**config.mk**
```make
export PLATFORM = sky130hd
export DESIGN_NAME = wb_queue2
export DESIGN_NICKNAME = d
export VERILOG_FILES = /design/src/rtl/cpu32_pkg.sv /design/src/rtl/wb_fifo2.sv /design/src/rtl/wb_queue2.sv
export SDC_FILE = /design/constraint.sdc
export NUM_CORES = 1
export LEC_CHECK = 0
export BUFFER_PORTS_ARGS = -buffer_cell sky130_fd_sc_hd__buf_4
export CAP_MARGIN = 10
export CELL_PAD_IN_SITES_DETAIL_PLACEMENT = 1
export CELL_PAD_IN_SITES_GLOBAL_PLACEMENT = 2
export CORE_MARGIN = 4
export CORE_UTILIZATION = 30
export CTS_CLUSTER_DIAMETER = 100
export DETAILED_ROUTE_END_ITERATION = 10
export PLACE_DENSITY = 0.68
export SYNTH_ARGS = -nofsm -noshare
export SYNTH_HDL_FRONTEND = slang
export SYNTH_SLANG_ARGS = --single-unit
```
**constraint.sdc**
```tcl
create_clock -name clk -period 6.4 [get_ports clk]
set_input_delay 0.64 -clock clk [delete_from_list [all_inputs] [get_ports clk]]
set_output_delay 0.64 -clock clk [all_outputs]
set_load 0.01 [all_outputs]
```
**src/rtl/cpu32_pkg.sv**
```systemverilog
// Shared types and helpers for the 32-bit core writeback path.
// Holds the register-file address/data widths, the queued writeback entry
// type and the circular-pointer increment used by the writeback queue.
package cpu32_pkg;

  localparam int ADDR_W = 5;
  localparam int DATA_W = 32;

  typedef struct packed {
    logic [ADDR_W-1:0] addr;
    logic [DATA_W-1:0] data;
  } wb_entry_t;

  // Advance a circular pointer by step slots, wrapping at depth (power of two).
  function automatic int unsigned ptr_inc(input int unsigned ptr,
                                          input int unsigned step,
                                          input int unsigned depth);
    return (ptr + step) % depth;
  endfunction

endpackage

```
**src/rtl/wb_fifo2.sv**
```systemverilog
// 2-push/2-pop circular buffer of writeback entries with occupancy count.
// Latency: pushed entries are visible in mem_o/count_o after the next edge.
// Backpressure: none internally; the caller must only push into free slots.
module wb_fifo2
  import cpu32_pkg::*;
#(
  parameter int DEPTH = 4,
  localparam int PW = $clog2(DEPTH),
  localparam int CW = PW + 1
) (
  input  logic            clk,
  input  logic            rst,
  input  logic [1:0]      push_vld_i,
  input  wb_entry_t       push_dat0_i,
  input  wb_entry_t       push_dat1_i,
  input  logic [1:0]      pop_cnt_i,
  output wb_entry_t       mem_o [DEPTH],
  output logic [PW-1:0]   rd_ptr_o,
  output logic [CW-1:0]   count_o
);

  wb_entry_t         mem_q [DEPTH];
  logic [PW-1:0]     rd_q, rd_d, wr_q, wr_d, wr1;
  logic [CW-1:0]     cnt_q, cnt_d;
  logic [1:0]        npush;

  assign npush = {1'b0, push_vld_i[0]} + {1'b0, push_vld_i[1]};
  assign wr1   = PW'(ptr_inc(32'(wr_q), 32'd1, DEPTH));

  // Next pointers and occupancy from this cycle's push and pop counts.
  always_comb begin
    rd_d  = PW'(ptr_inc(32'(rd_q), 32'(pop_cnt_i), DEPTH));
    wr_d  = PW'(ptr_inc(32'(wr_q), 32'(npush), DEPTH));
    cnt_d = cnt_q + CW'(npush) - CW'(pop_cnt_i);
  end

  // Pointer and count registers.
  always_ff @(posedge clk or posedge rst) begin
    if (rst) begin
      rd_q  <= '0;
      wr_q  <= '0;
      cnt_q <= '0;
    end else begin
      rd_q  <= rd_d;
      wr_q  <= wr_d;
      cnt_q <= cnt_d;
    end
  end

  // Storage: lane 0 takes the write slot, lane 1 the slot after any lane 0.
  always_ff @(posedge clk or posedge rst) begin
    if (rst) begin
      for (int i = 0; i < DEPTH; i++) mem_q[i] <= '0;
    end else begin
      if (push_vld_i[0]) mem_q[wr_q] <= push_dat0_i;
      if (push_vld_i[1]) mem_q[push_vld_i[0] ? wr1 : wr_q] <= push_dat1_i;
    end
  end

  assign mem_o    = mem_q;
  assign rd_ptr_o = rd_q;
  assign count_o  = cnt_q;

endmodule

```
**src/rtl/wb_queue2.sv**
```systemverilog
// Writeback collector in front of the 2R/2W register file; optional WB_BYPASS_EN adds fwd_data0/1.
// Latency: result accepted at edge N drives write at cycle N+1 earliest.
// Backpressure: in_ready only while >=2 slots free (registered count); wb_stall freezes draining.
module wb_queue2
  import cpu32_pkg::*;
#(
  parameter int addrsize = 5,
  parameter int DEPTH = 4,
  localparam int PW = $clog2(DEPTH),
  localparam int CW = PW + 1
) (
  input  logic                clk,
  input  logic                rst,
  input  logic [1:0]          in_valid,
  input  logic [addrsize-1:0] in_addr0,
  input  logic [addrsize-1:0] in_addr1,
  input  logic [DATA_W-1:0]   in_data0,
  input  logic [DATA_W-1:0]   in_data1,
  output logic                in_ready,
  input  logic                wb_stall,
  output logic [addrsize-1:0] wa0,
  output logic [addrsize-1:0] wa1,
  output logic [DATA_W-1:0]   wd0,
  output logic [DATA_W-1:0]   wd1,
  output logic [1:0]          write,
  input  logic [addrsize-1:0] qa0,
  input  logic [addrsize-1:0] qa1,
  output logic [1:0]          pend,
  output logic [CW-1:0]       count
`ifdef WB_BYPASS_EN
  ,
  output logic [DATA_W-1:0]   fwd_data0,
  output logic [DATA_W-1:0]   fwd_data1
`endif
);

  wb_entry_t                  fifo_mem [DEPTH];
  logic [PW-1:0]              rd_ptr;
  logic [1:0]                 acc, pop_cnt;
  wb_entry_t                  head0, head1, push0, push1;
  logic [addrsize-1:0]        wa0_q, wa1_q, wa0_d, wa1_d;
  logic [DATA_W-1:0]          wd0_q, wd1_q, wd0_d, wd1_d;
  logic [1:0]                 write_q, write_d;
  logic [1:0][addrsize-1:0]   qa_v;
  logic [1:0]                 pend_d;
`ifdef WB_BYPASS_EN
  logic [1:0][DATA_W-1:0]     fwd_d;
`endif

  assign in_ready = (count <= CW'(DEPTH - 2));
  assign acc      = in_valid & {2{in_ready}};
  assign push0    = '{addr: ADDR_W'(in_addr0), data: in_data0};
  assign push1    = '{addr: ADDR_W'(in_addr1), data: in_data1};

  wb_fifo2 #(.DEPTH(DEPTH)) u_fifo (
    .clk         (clk),
    .rst         (rst),
    .push_vld_i  (acc),
    .push_dat0_i (push0),
    .push_dat1_i (push1),
    .pop_cnt_i   (pop_cnt),
    .mem_o       (fifo_mem),
    .rd_ptr_o    (rd_ptr),
    .count_o     (count)
  );

  assign head0 = fifo_mem[rd_ptr];
  assign head1 = fifo_mem[PW'(ptr_inc(32'(rd_ptr), 32'd1, DEPTH))];

  // Drain up to two oldest entries unless stalled.
  always_comb begin
    pop_cnt = 2'd0;
    if (!wb_stall) begin
      if (count >= CW'(2))      pop_cnt = 2'd2;
      else if (count == CW'(1)) pop_cnt = 2'd1;
    end
  end

  // Map popped entries onto the write ports; a same-address pair keeps only the younger one.
  always_comb begin
    write_d = 2'b00;
    wa0_d   = '0;
    wd0_d   = '0;
    wa1_d   = '0;
    wd1_d   = '0;
    if (pop_cnt != 2'd0) begin
      write_d = 2'b01;
      wa0_d   = addrsize'(head0.addr);
      wd0_d   = head0.data;
    end
    if (pop_cnt == 2'd2) begin
      wa1_d = addrsize'(head1.addr);
      wd1_d = head1.data;
      if (head0.addr == head1.addr) begin
        write_d = 2'b10;
        wa0_d   = '0;
        wd0_d   = '0;
      end else begin
        write_d = 2'b11;
      end
    end
  end

  // Register-file write port register.
  always_ff @(posedge clk or posedge rst) begin
    if (rst) begin
      write_q <= 2'b00;
      wa0_q   <= '0;
      wa1_q   <= '0;
      wd0_q   <= '0;
      wd1_q   <= '0;
    end else begin
      write_q <= write_d;
      wa0_q   <= wa0_d;
      wa1_q   <= wa1_d;
      wd0_q   <= wd0_d;
      wd1_q   <= wd1_d;
    end
  end

  assign qa_v = {qa1, qa0};

  // Pending-write search: output register oldest, then queue oldest to newest, so the last hit is the youngest.
  always_comb begin
    pend_d = 2'b00;
`ifdef WB_BYPASS_EN
    fwd_d = '0;
`endif
    for (int k = 0; k < 2; k++) begin
      if (write_q[0] && (wa0_q == qa_v[k])) begin
        pend_d[k] = 1'b1;
`ifdef WB_BYPASS_EN
        fwd_d[k] = wd0_q;
`endif
      end
      if (write_q[1] && (wa1_q == qa_v[k])) begin
        pend_d[k] = 1'b1;
`ifdef WB_BYPASS_EN
        fwd_d[k] = wd1_q;
`endif
      end
      for (int unsigned i = 0; i < DEPTH; i++) begin
        if ((CW'(i) < count) &&
            (fifo_mem[PW'(ptr_inc(32'(rd_ptr), i, DEPTH))].addr == ADDR_W'(qa_v[k]))) begin
          pend_d[k] = 1'b1;
`ifdef WB_BYPASS_EN
          fwd_d[k] = fifo_mem[PW'(ptr_inc(32'(rd_ptr), i, DEPTH))].data;
`endif
        end
      end
    end
  end

  assign pend  = pend_d;
  assign write = write_q;
  assign wa0   = wa0_q;
  assign wa1   = wa1_q;
  assign wd0   = wd0_q;
  assign wd1   = wd1_q;
`ifdef WB_BYPASS_EN
  assign fwd_data0 = fwd_d[0];
  assign fwd_data1 = fwd_d[1];
`endif

endmodule

```
# ---- After elaboration in Yosys (flattened, before gate mapping)
# Index checks and enable logic that the tools add are counted.
dict set report totals {
  word_cells 123
  reg_bits 231
}
dict set report classes {
  n_addsub 9
  reduce_logical 15
  eq_ne 15
  n_bitwise 7
  muxes 47
  order_cmp 14
}
# operator count
set op_table {}
lappend op_table {{two-way mux 37 bit} 10}
lappend op_table {{binary-select mux 37 bit (select 2 bit)} 4}
lappend op_table {{bitwise mux 148 bit} 2}
lappend op_table {{two-way mux 148 bit} 2}
lappend op_table {{demux 37 bit (select 2 bit)} 2}
lappend op_table {{two-way mux 32 bit} 4}
lappend op_table {{equality test 5 bit} 13}
lappend op_table {{two-way mux 5 bit} 4}
lappend op_table {{greater-or-equal comparator 3 bit, second input constant} 6}
lappend op_table {{NOT 2 -> 3 bit} 6}
lappend op_table {{two-way mux 1 bit} 15}
lappend op_table {{logical AND 1 bit} 14}
lappend op_table {{two-way mux 2 bit} 4}
lappend op_table {{less-than comparator 1 x 3 -> 1 bit, first input constant} 2}
lappend op_table {{less-than comparator 2 x 3 -> 1 bit, first input constant} 2}
lappend op_table {{less-than comparator 3 x 1 -> 1 bit, second input constant} 2}
lappend op_table {{adder 2 x 1 -> 2 bit, second input constant} 2}
lappend op_table {{adder 2 bit} 2}
lappend op_table {{adder 2 bit, second input constant} 2}
lappend op_table {{adder 3 x 2 -> 3 bit} 1}
lappend op_table {{equality test 3 x 1 -> 1 bit, second input constant} 1}
lappend op_table {{greater-or-equal comparator 3 x 2 -> 1 bit, second input constant} 1}
lappend op_table {{<= comparator 3 x 2 -> 1 bit, second input constant} 1}
lappend op_table {{subtractor 3 x 2 -> 3 bit} 1}
lappend op_table {{4 further kinds} 4}

# ---- Logic depth before layout (Yosys ltp)
dict set report depth {
  ltp_word 10
  mapped_depth 11
  depth_no_buf 10
}

# ---- Modules after synthesis
# From an unflattened synthesis, not the netlist that was laid out.
dict set report unflattened {
  cells_unflattened 941
  area_unflattened_um2 13434.1
}
# module cells_each n_inst area_per_inst_um2
set by_module_without_submodules {}
lappend by_module_without_submodules {wb_fifo2 514 1 7812.5}
lappend by_module_without_submodules {wb_queue2 427 1 5621.6}

# ---- Worst setup path after synthesis
# No wires, ideal clock.
dict set report synth_path {
  path_type {register to output}
  startpoint {register u_fifo.rd_q[0] (netlist: u_fifo.rd_ptr_o[0])}
  endpoint {output pend[1]}
  setup_slack_ps 3723
  arrival_time_ps 2037
  stages_incl_launch_ff 8
  required_ps 5760
  path_buffers 1
  path_cell_list {dfrtp_1 > buf_6 > mux4_1 > xor2_1 > nor4_1 > nand3b_1 > nand3_1 > or4_1}
}
dict set report synth_between {
  elab_chain_len 10
  word_cells_on_any_way 31
}
# element line
set synth_lines {}
lappend synth_lines {{start: declaration} wb_fifo2.sv:23} ;# logic [PW-1:0] rd_q, rd_d, wr_q, wr_d, wr1;
lappend synth_lines {{start signal: assignment} wb_fifo2.sv:44} ;# rd_q <= rd_d;
lappend synth_lines {{adder 2 x 1 -> 2 bit / NOT 2 -> 3 bit (equally long branches)} {cpu32_pkg.sv:18, wb_queue2.sv:144}}
lappend synth_lines {{NOT 2 -> 3 bit (implied by the code) / binary-select mux 37 bit (select 2 bit) (equally long branches)} wb_queue2.sv:144} ;# (fifo_mem[PW'(ptr_inc(32'(rd_ptr), i, DEPTH))].addr == ADDR_W'(qa_v[k]))) begin
lappend synth_lines {{binary-select mux 37 bit (select 2 bit) / two-way mux 37 bit (equally long branches)} wb_queue2.sv:144}
lappend synth_lines {{two-way mux 37 bit (implied by the code)} wb_queue2.sv:144}
lappend synth_lines {{two-way mux 37 bit (implied by the code) / equality test 5 bit (equally long branches)} wb_queue2.sv:144}
lappend synth_lines {{equality test 5 bit / logical AND 1 bit (equally long branches)} {wb_queue2.sv:144, wb_queue2.sv:143}}
lappend synth_lines {{logical AND 1 bit / two-way mux 1 bit (equally long branches)} wb_queue2.sv:143} ;# if ((CW'(i) < count) &&
lappend synth_lines {{two-way mux 1 bit (2 in a row)} wb_queue2.sv:143}
lappend synth_lines {{two-way mux 1 bit (*)} wb_queue2.sv:143}
lappend synth_lines {{end: declaration} wb_queue2.sv:28} ;# output logic [1:0] pend,
# Every way passes the cells marked *; elsewhere a longest branch is shown, timed or not. The select of a mux whose other input is x is not followed.

# ---- Worst setup path in the final report
# Same ends and word-level chain as after synthesis.

==> impl_metrics.csv <==
group,metric,value,unit
outcome,outcome,"finished, final reports clean",
global_route,grt_pass1_vias,10000,
routing,wl_met1,18800,um
routing,postRouteAntennaNets,0,
critical_path,crit_path_end_kind,"primary output",
floorplan,die-area,46600,sq um
logic_synthesis,syn_area,13000,sq um
worst_hold_path,min_path_type,"in -> async",
floorplan,die_w,216,um
cts,clock-root-buffer,"clkbuf_16",
critical_path,crit_path_start,"u_fifo.rd_ptr_o[0]$_DFF_PP0_",
critical_path,path_class,"reg -> out",
cts,htree_levels,1,
cts,cts_resized,0,
timing,clock_skew,0.0102,ns
critical_path,rr_endpoint,"u_fifo.mem_o[89]$_DFF_PP0_",
cts,path_clk_slew,0.06,ns
floorplan,design.core.area,42300,sq um
cts,ctsHoldBuffers,0,
timing,rsz0062_at_grt,"no",
timing,fin_ws,2.35,ns
critical_path,crit_end,"pend[1]",
critical_path,cpPeakStageDelay,1.02,ns
cts,cts_tree,"built",
critical_path,cpLargestDelayFamily,"flip-flops",
logic_synthesis,yosysSeqAreaShare,44.6,%
timing,hold_viol,0,
finish,drive_above_1_share,25.4,%
finish,fillerInstances,4616,
logic_synthesis,async_flop_share,100,%
logic_synthesis,avgSynthCellArea,11.3,sq um
timing,fin_crit_sh,63.2,%
timing,maxSlewViolCount,0,
cts,clk_latency,0.57,ns
routing,dr_wl_met2,19500,um
routing,route.met3.wl,1990,um
routing,topRoutingLayerUsed,"met5",
cts,cts_buffers,29,
finish,final_nets,1359,
logic_synthesis,synth_area_leaders,"dfrtp_1 (45%), mux2i_1 (13%), mux4_2 (12%), a21oi_1 (3.1%), xor2_1 (3.0%)",
critical_path,worst-path-buf-inv,1,
routing,wl_per_cell,22.0,um
timing,fmax,0.247,GHz
logic_synthesis,synth_largest_area_cell,"dfrtp_1",
logic_synthesis,ys_ff_latch,231,
critical_path,cp-start-kind,"flip-flop",
routing,vias,9262,
critical_path,rrSetupSlack,3.21,ns
placement,port_buffers,170,
power_and_ir_drop,ir_drop,233,uV
timing,period_minus_slack,4.05,ns
timing,worst_pin_slew,1.08,ns
power_and_ir_drop,leakage,7.54,nW
routing,routed_wl,40900,um
global_route,grt_overflow,0,
critical_path,cp.required,5.76,ns
logic_synthesis,synth_ff_type,"dfrtp_1",
power_and_ir_drop,p_per_area,545,nW/um^2
routing,drc,0,
floorplan,rows,75,
logic_synthesis,synth_nets,1243,
routing,dr.first_iter.drc_count,484,
cts,clockBufferDepth,3,
critical_path,r2r_cells,8,
critical_path,cp.arrival,3.41,ns
critical_path,cp.depth,7,
floorplan,ios,171,
floorplan,die-height,216,um
critical_path,crit_slowest_cell,"dfrtp_4",
global_route,grt_util_all_layers,17.2,%
critical_path,r2r_start,"u_fifo.count_o[2]$_DFF_PP0_",
placement,pre_cts_slack,2.90,ns
critical_path,worstPathCellList,"mux4_1, xor2_1, nor4_1, nand3b_1, nand3_1, or4_1, buf_4",
placement,gp_congestion,0.777,
timing,finalSetupViolCount,0,
global_route,grt_max_degree,157,
critical_path,crit_fanout,58,
global_route,antenna_found_initial,3,
logic_synthesis,synth_top_cell_area_share,44.6,%
global_route,grt_pass1_wl,62900,um
finish,area_growth_syn_to_layout,20.3,%
logic_synthesis,synth_cells,1143,
logic_synthesis,synth_edf_count,0,
timing,max_slew_margin,27.6,%
cts,cts_sinks,231,
cts,post-cts-setup-buffers,0,
logic_synthesis,synth.distinct_cells,48,
logic_synthesis,ys.warnings.count,0,
routing,vias_per_cell,4.98,
job,max_cap_violations,0,
placement,dpl.hpwl,25400,um
timing,fin_tns_setup,0,ns
floorplan,initial_core_util,30.6,%
routing,dr.pass1.iters,4,
[layer usage]
metal,global-route usage [%],vias up
met5,0,-
met4,3.20,4
met3,2.88,43
met2,28.1,187
met1,24.3,4771
li1,-,4257
[cell type report]
type                       count  area [sq um]  area share [%]
tap                          577           722            4.63
clock buffer                  43           868            5.57
inverter                      14          56.3           0.361
multi-input combinational    803          6650            42.7
clock inverter                10           131           0.843
timing repair buffer         180          1360            8.75
antenna                        1          2.50          0.0161
sequential                   231          5790            37.1
[worst register-to-register path: stages (launching register included)]
cell and delay, ns:
dfrtp_1 0.48, a21oi_2 0.33, nand2_1 0.21, inv_2 0.27
nor3_1 0.13, o21ai_4 0.80, buf_4 0.62, nor2_1 0.12
a21oi_1 0.16
[synth_stat cells (3+ instances only)]
library cell / count
a211oi_1: 3
a21oi_1: 80
and2_1: 33
buf_2: 56
buf_4: 6
buf_6: 6
clkbuf_1: 21
dfrtp_1: 231
ha_1: 9
inv_1: 13
mux2_2: 12
mux2i_1: 164
mux4_2: 71
nand2_1: 81
nand2_2: 4
nand3_1: 12
nand4_1: 5
nor2_1: 89
nor2b_1: 36
nor3_1: 8
nor4_1: 9
o21ai_0: 77
xnor2_1: 41
xor2_1: 45
[logic make-up (layout without fill, tap and decap cells)]
logic type,count (synthesis),count (layout),share of synthesized area [%]
simple gates,286,286,10.4
mux,249,249,26.5
flops,231,231,44.6
compound gates,171,171,6.96
buf+inv,109,247,4.58
xor+xnor,86,86,5.81
fa+ha+maj,11,11,1.18
other cells,0,1,0
[stage by stage]
step | cells | total power [mW] | hold WS, ns | instance area, sq um | util, %
6_report | 1859 | 8.49 | 0.223 | 15600 | 36.8
5_1_grt | 1858 | 9.12 | 0.272 | 15600 | 36.8
4_1_cts | 1858 | 8.63 | 0.231 | 15600 | 36.8
3_5_place_dp | 1805 | 6.85 | 0.583 | 14600 | 34.5
3_3_place_gp | 1805 | 6.73 | 0.564 | 14600 | 34.5
2_1_floorplan | 1143 | 5.64 | 0.530 | 13000 | -
[report_power, final]
part	leakage, nW	switching, mW	internal, mW
sequential	2.85	0.767	2.17
clock	0.495	0.670	1.05
combinational	4.20	1.75	2.08
total	7.54	3.19	5.30
[how the worst min path moves through the flow]
stage / from / endpoint / slack, ns / cells after the start
2_1_floorplan: u_fifo.rd_ptr_o[0]$_DFF_PP0_ / u_fifo.rd_ptr_o[0]$_DFF_PP0_ / 0.53 / 1
3_3_place_gp: u_fifo.mem_o[26]$_DFF_PP0_ / u_fifo.mem_o[26]$_DFF_PP0_ / 0.56 / 2
3_5_place_dp: u_fifo.mem_o[26]$_DFF_PP0_ / u_fifo.mem_o[26]$_DFF_PP0_ / 0.58 / 2
4_1_cts: rst / wd1[9]$_DFF_PP0_ / 0.23 / 2
5_1_grt: rst / u_fifo.mem_o[6]$_DFF_PP0_ / 0.27 / 2
6_report: rst / wd1[9]$_DFF_PP0_ / 0.22 / 2
[sequential cells by signal, summed over array words and instances, names as in the netlist]
| signal | cells |
|---|---|
| u_fifo.mem_o | 148 |
| wd0 | 32 |
| wd1 | 32 |
| wa0 | 5 |
| wa1 | 5 |
| u_fifo.count_o | 3 |
| u_fifo.rd_ptr_o | 2 |
| u_fifo.wr_q | 2 |
| write | 2 |
[placed cells by master, fill, tap and decap left out, types with 4 or more instances in the layout]
master,synthesis,layout
ha_1,9,9
clkbuf_1,21,5
nand2_4,0,4
xnor2_1,41,41
clkbuf_16,0,29
clkbuf_8,0,9
nand3_1,12,12
mux2_2,12,12
nor3_1,8,8
a21oi_1,80,78
mux4_2,71,71
nor2b_1,36,36
dfrtp_1,231,229
clkinv_2,0,5
mux2i_1,164,164
nor4_1,9,9
o21ai_0,77,76
nor2_1,89,89
nand2_1,81,81
xor2_1,45,45
inv_1,13,12
buf_4,6,179
nand4_1,5,5
and2_1,33,33
(Power assumes the default switching activity.)
